File: src/rtl/sync_fifo.sv
// Synchronous single-clock FIFO with a registered-read or first-word-fall-through
// output stage, occupancy-derived status flags and sticky overflow/underflow errors.
module sync_fifo #(
  parameter int DATA_SIZE = 32,
  parameter int MEM_SIZE  = 32,
  parameter int ADDR_LEN  = 5,
  parameter int FWFT      = 0,
  parameter int AF_LEVEL  = MEM_SIZE - 2,
  parameter int AE_LEVEL  = 2
) (
  input  logic                  clk,
  input  logic                  resetn,
  input  logic                  w_en,
  input  logic [DATA_SIZE-1:0]  w_data,
  input  logic                  r_en,
  input  logic                  clr_err,
  output logic [DATA_SIZE-1:0]  r_data,
  output logic                  r_valid,
  output logic                  w_valid,
  output logic                  full,
  output logic                  empty,
  output logic                  almost_full,
  output logic                  almost_empty,
  output logic [ADDR_LEN:0]     count,
  output logic                  overflow,
  output logic                  underflow
);

  localparam logic [ADDR_LEN:0]   DEPTH_C    = (ADDR_LEN + 1)'(MEM_SIZE);
  localparam logic [ADDR_LEN:0]   AF_C       = (ADDR_LEN + 1)'(AF_LEVEL);
  localparam logic [ADDR_LEN:0]   AE_C       = (ADDR_LEN + 1)'(AE_LEVEL);
  localparam logic [ADDR_LEN:0]   CNT_ZERO_C = {(ADDR_LEN + 1){1'b0}};
  localparam logic [ADDR_LEN:0]   CNT_ONE_C  = {{ADDR_LEN{1'b0}}, 1'b1};
  localparam logic [ADDR_LEN-1:0] PTR_ZERO_C = {ADDR_LEN{1'b0}};
  localparam logic [ADDR_LEN-1:0] PTR_ONE_C  = {{(ADDR_LEN - 1){1'b0}}, 1'b1};

  // Storage is intentionally never reset; only pointers and count define contents.
  logic [DATA_SIZE-1:0] mem_r [MEM_SIZE];

  logic [ADDR_LEN-1:0] wr_ptr_r;
  logic [ADDR_LEN-1:0] rd_ptr_r;
  logic [ADDR_LEN:0]   count_r;
  logic [ADDR_LEN:0]   count_nxt_s;
  logic                w_valid_r;
  logic                overflow_r;
  logic                underflow_r;
  logic                full_s;
  logic                empty_s;
  logic                wr_acc_s;
  logic                rd_acc_s;

  // Status flags come from the registered count; acceptance uses pre-edge flags only.
  always_comb begin
    full_s   = (count_r == DEPTH_C);
    empty_s  = (count_r == CNT_ZERO_C);
    wr_acc_s = w_en & ~full_s;
    rd_acc_s = r_en & ~empty_s;
  end

  // Next occupancy: a simultaneous accepted read and write leaves it unchanged.
  always_comb begin
    count_nxt_s = count_r;
    case ({wr_acc_s, rd_acc_s})
      2'b10:   count_nxt_s = count_r + CNT_ONE_C;
      2'b01:   count_nxt_s = count_r - CNT_ONE_C;
      default: count_nxt_s = count_r;
    endcase
  end

  // Pointer and occupancy state; pointers wrap naturally at MEM_SIZE (power of two).
  always_ff @(posedge clk or negedge resetn) begin
    if (!resetn) begin
      wr_ptr_r <= PTR_ZERO_C;
      rd_ptr_r <= PTR_ZERO_C;
      count_r  <= CNT_ZERO_C;
    end else begin
      if (wr_acc_s) begin
        wr_ptr_r <= wr_ptr_r + PTR_ONE_C;
      end
      if (rd_acc_s) begin
        rd_ptr_r <= rd_ptr_r + PTR_ONE_C;
      end
      count_r <= count_nxt_s;
    end
  end

  // Storage write port; dropped writes leave the array untouched.
  always_ff @(posedge clk) begin
    if (wr_acc_s) begin
      mem_r[wr_ptr_r] <= w_data;
    end
  end

  // Write acknowledge pulse and sticky error flags (set wins over clear).
  always_ff @(posedge clk or negedge resetn) begin
    if (!resetn) begin
      w_valid_r   <= 1'b0;
      overflow_r  <= 1'b0;
      underflow_r <= 1'b0;
    end else begin
      w_valid_r <= wr_acc_s;
      if (w_en && full_s) begin
        overflow_r <= 1'b1;
      end else if (clr_err) begin
        overflow_r <= 1'b0;
      end
      if (r_en && empty_s) begin
        underflow_r <= 1'b1;
      end else if (clr_err) begin
        underflow_r <= 1'b0;
      end
    end
  end

  generate
    if (FWFT != 0) begin : g_fwft
      // Head word is presented continuously while the FIFO holds data.
      always_comb begin
        r_data  = mem_r[rd_ptr_r];
        r_valid = ~empty_s;
      end
    end else begin : g_regread
      logic [DATA_SIZE-1:0] r_data_r;
      logic                 r_valid_r;

      // Registered read: data lands the cycle after an accepted read and then holds.
      always_ff @(posedge clk or negedge resetn) begin
        if (!resetn) begin
          r_data_r  <= {DATA_SIZE{1'b0}};
          r_valid_r <= 1'b0;
        end else begin
          r_valid_r <= rd_acc_s;
          if (rd_acc_s) begin
            r_data_r <= mem_r[rd_ptr_r];
          end
        end
      end

      // Expose the registered read stage.
      always_comb begin
        r_data  = r_data_r;
        r_valid = r_valid_r;
      end
    end
  endgenerate

  // Drive remaining outputs from registered state.
  always_comb begin
    w_valid      = w_valid_r;
    full         = full_s;
    empty        = empty_s;
    almost_full  = (count_r >= AF_C);
    almost_empty = (count_r <= AE_C);
    count        = count_r;
    overflow     = overflow_r;
    underflow    = underflow_r;
  end

endmodule

File: config.mk
export PLATFORM = sky130hd
export DESIGN_NAME = sync_fifo
export DESIGN_NICKNAME = d
export VERILOG_FILES = /design/src/rtl/sync_fifo.sv
export SDC_FILE = /design/constraint.sdc
export NUM_CORES = 1
export LEC_CHECK = 0
export ABC_CLOCK_PERIOD_IN_PS = 3320
export BUFFER_PORTS_ARGS = -buffer_cell sky130_fd_sc_hd__buf_2
export CORE_MARGIN = 2
export CORE_UTILIZATION = 55
export CTS_CLUSTER_DIAMETER = 30
export DETAILED_ROUTE_END_ITERATION = 8
export HOLD_SLACK_MARGIN = 0.12
export PLACE_DENSITY_LB_ADDON = 0.25
export SETUP_SLACK_MARGIN = 0.02
export SLEW_MARGIN = 0
export SYNTH_ARGS = -nofsm -noshare
export SYNTH_HDL_FRONTEND = slang
export SYNTH_SLANG_ARGS = --single-unit
File: constraint.sdc
create_clock -name clk -period 3.32 [get_ports clk]
set_input_delay 0.166 -clock clk [delete_from_list [all_inputs] [get_ports clk]]
set_output_delay 0.166 -clock clk [all_outputs]
set_load 0.1 [all_outputs]
==> flow_summary.yaml <==
critical_path:
  critical-path-slowest-cell: "dfrtp_4"
  r2r_slack_ns: 0.36
  startpoint: "count[2]"
  worstPathCellList: "or3_4 > nor4_4 > nor2b_4 > buf_4 > ha_2 > a211oi_1 > a21oi_1 > a22oi_1 > nor2_1 > xor2_1"
  crit_path_end: "count[3]"
  cp_max_fo: 32
  cp.depth: 10
  crit_type: "register to register"
  critPathTopFamily: "simple AND/OR/NAND/NOR gates"
  crit_path_end_kind: "register"
  path_buf_inv: 1
  reg2reg_from: "count[2]"
  reg2reg_depth: 10
  r2r-end: "count[3]"
  worst_setup_path_start_kind: "register"
  crit_required_ns: 3.95
  cp.arrival_ns: 3.59
  critical_path.max_stage_delay_ns: 0.53
die:
  io_pins: 83
  fp-row-count: 100
  fp.dieArea_um2: 77600
  die_w_um: 278
  initial_core_util_pct: 55.6
  core_area_um2: 74600
  die_y_um: 278
global_routing:
  grt_max_degree: 51
  antenna_found_initial: 0
  grt_pass1_wl_um: 149000
  grt_pass1_vias: 22000
  grt-ovfl-total: 0
  grt_usage_pct: 26.8
timing:
  setup_slack_ns: 0.362
  rsz0062_at_grt: "no"
  slew_violations: 0
  setup_viol: 0
  post-route-period-util_pct: 89.1
  max_freq_ghz: 0.338
  tightest_slew_ns: 0.850
  finClkSkew_ns: 0.0307
  relSlewSlack_pct: 43.3
  holdWs_ns: 0.180
  finalCriticalPeriod_ns: 2.96
  finalHoldViolations: 0
drt:
  ant_nets: 0
  route.detailed.drc: 0
  avgViaCountPerCell: 6.26
  dr.pass1.iters: 5
  wl_per_cell_um: 30.0
  drt_iter0_markers: 2255
  wirelength_um: 101000
  route.vias.total: 21100
clocking:
  path_clk_slew_ns: 0.05
  clk_latency_ns: 0.76
  cts.path.max_buffers: 3
  cts_sinks: 1076
  cts_buffers: 177
  cts_root_buf: "clkbuf_16"
  htreeDepth: 4
  tritoncts: "built"
yosys:
  ys_ff_latch: 1076
  ys_warn_count: 0
  synth_cells: 1958
  syn_nets: 2003
  synth_top_cell_area_share_pct: 74.2
  synthesis.area_um2: 41400
  synth.yosys.seq_area_share_pct: 77.3
  synth_area_leader_cell: "edfxtp_1"
  syn_area_per_cell_um2: 21.2
  yosys-top-cells-area: "edfxtp_1 74%, mux4_2 10%, mux2i_1 4.6%"
  synth-edff-count: 1024
  async_reset_ff_share_pct: 4.83
  ys_types: 45
  synthFlopType: "edfxtp_1"
pwr:
  total_power_mw: 48.7
  leakage_nw: 17.1
  power_density_nw_per_um2: 961
  peakVddDrop_uv: 835
cells_and_area:
  area_delta_synth_final_pct: 22.5
  layout.nets: 2289
  final-instance-count-excl-fill: 3369
  drive_gt1_share_pct: 31.6
worst_hold_path:
  worstHoldPathType: "input port to register"
placed_design:
  pre_cts_slack_ns: 0.410
  dp.cells: 2995
  hpwl_um: 53900
  finalWeightedCongestion: 0.774
  numPortBuffers: 82
run:
  cap_violations: 0
status:
  status: "finished clean"
## sequential cells by signal, summed over array words and instances (netlist names)
register   count
underflow      1
w_valid        1
rd_ptr_r       5
count          6
mem_r       1024
overflow       1
r_data        32
r_valid        1
wr_ptr_r       5
## worst min-delay path, stage by stage
cell and delay [ns]:
dlygate4sd3_1 0.51, buf_2 0.11, o21ai_0 0.09
## through the flow
step / setup TNS (ns) / util (%) / cell area (um2)
6_report: 0 / 68.1 / 50700
5_1_grt: 0 / 68.0 / 50700
4_1_cts: 0 / 68.0 / 50700
3_5_place_dp: 0 / 59.0 / 44000
3_3_place_gp: 0 / 59.0 / 44000
2_1_floorplan: -31.89 / - / 41800
## final cells by class
| class | count | area (um2) |
|---|---|---|
| diodes | 1 | 2.50 |
| clock buffers | 209 | 4630 |
| clock inverters | 125 | 1710 |
| fillers | 4537 | 23800 |
| inverters | 6 | 25.0 |
| multi-input cells | 760 | 9160 |
| flip-flops and latches | 1076 | 32100 |
| well taps | 969 | 1210 |
| repair buffers | 223 | 1930 |
## Yosys cell counts (2+ instances only)
cell type  instances
xnor2_1            9
mux4_2           193
o22ai_1           94
a211oi_1           3
a21oi_1            3
o21ai_0            2
clkbuf_1          66
o41ai_2           24
nand4_1            5
nand2_1           12
or3_1              3
dfrtp_1           52
ha_1               8
nand2b_1          37
mux2i_1          192
buf_6              9
buf_1              3
buf_4              7
nor2_1            71
a31oi_1           31
edfxtp_1        1024
o31ai_1            2
inv_1              5
o41ai_1            7
or2_1              2
nor2b_1           35
buf_2             31
nand3b_1           4
nand3_1            2
o21ai_1            2
xor2_1             6
## per-layer routing
layer,GRT usage [%],up-vias,share of wire (%)
met5,0,-,0
met4,10.2,0,3.2
met3,4.74,211,6.6
met2,44.3,931,51
met1,36.0,11200,39
li1,-,8785,-
## how the worst min path moves through the flow
stage	slack (ns)	cells after the start	endpoint	from
floorplan	-0.13	0	count[0]	resetn
global route	0.19	3	underflow	clr_err
CTS	0.18	3	underflow	clr_err
global placement	0.36	1	r_valid	resetn
detailed placement	0.36	1	r_valid	resetn
finish	0.18	3	underflow	clr_err
## power by group
group	switching, mW	total (mW)	leakage (nW)	internal [mW]
combinational	7.48	12.5	4.28	5.04
sequential	1.18	17.2	9.82	16.0
clock	6.83	19.0	3.01	12.2
## what timing repair did
| item | 4_1_cts | 5_1_grt |
|---|---|---|
| resized for setup | 0 | 0 |
| buffers inserted | 0 | 0 |
| hold buffers | 39 | 0 |
| endpoints found under the hold margin | 1100 | 0 |
## cells by family after synthesis
kind of cell / after synthesis / share of synthesized area, %
adder cells (fa/ha/maj): 8 / 0.242
XOR/XNOR: 15 / 0.317
flip-flops: 1076 / 77.3
multiplexers: 387 / 15.2
buffers and inverters: 122 / 1.43
AO/OA/AOI/OAI: 175 / 3.30
AND/OR/NAND/NOR: 175 / 2.19
## cell usage in the layout, fill, tap and decap left out, types with 4 or more instances in the layout
cell and count:
mux4_2 193, ha_1 5, clkbuf_16 178, clkinvlp_4 22, clkinv_1 11, clkinv_2 15
dfrtp_1 44, nor2b_1 33, inv_8 6, inv_6 22, nand3b_1 4, o41ai_1 7
nor2_4 32, edfxtp_1 1024, buf_12 29, mux2i_1 192, nand2_1 8, xor2_1 6
inv_1 5, buf_2 81, clkbuf_1 25, nand4_1 5, o41ai_2 24, buf_4 75
dfrtp_4 6, nor2_1 39, o22ai_1 94, a31oi_1 31, clkinv_4 12, nand2b_1 36
clkinv_16 8, bufinv_16 25, dlygate4sd3_1 38, clkbuf_8 6, xnor2_1 9
Power figures use the tool's default switching activity.
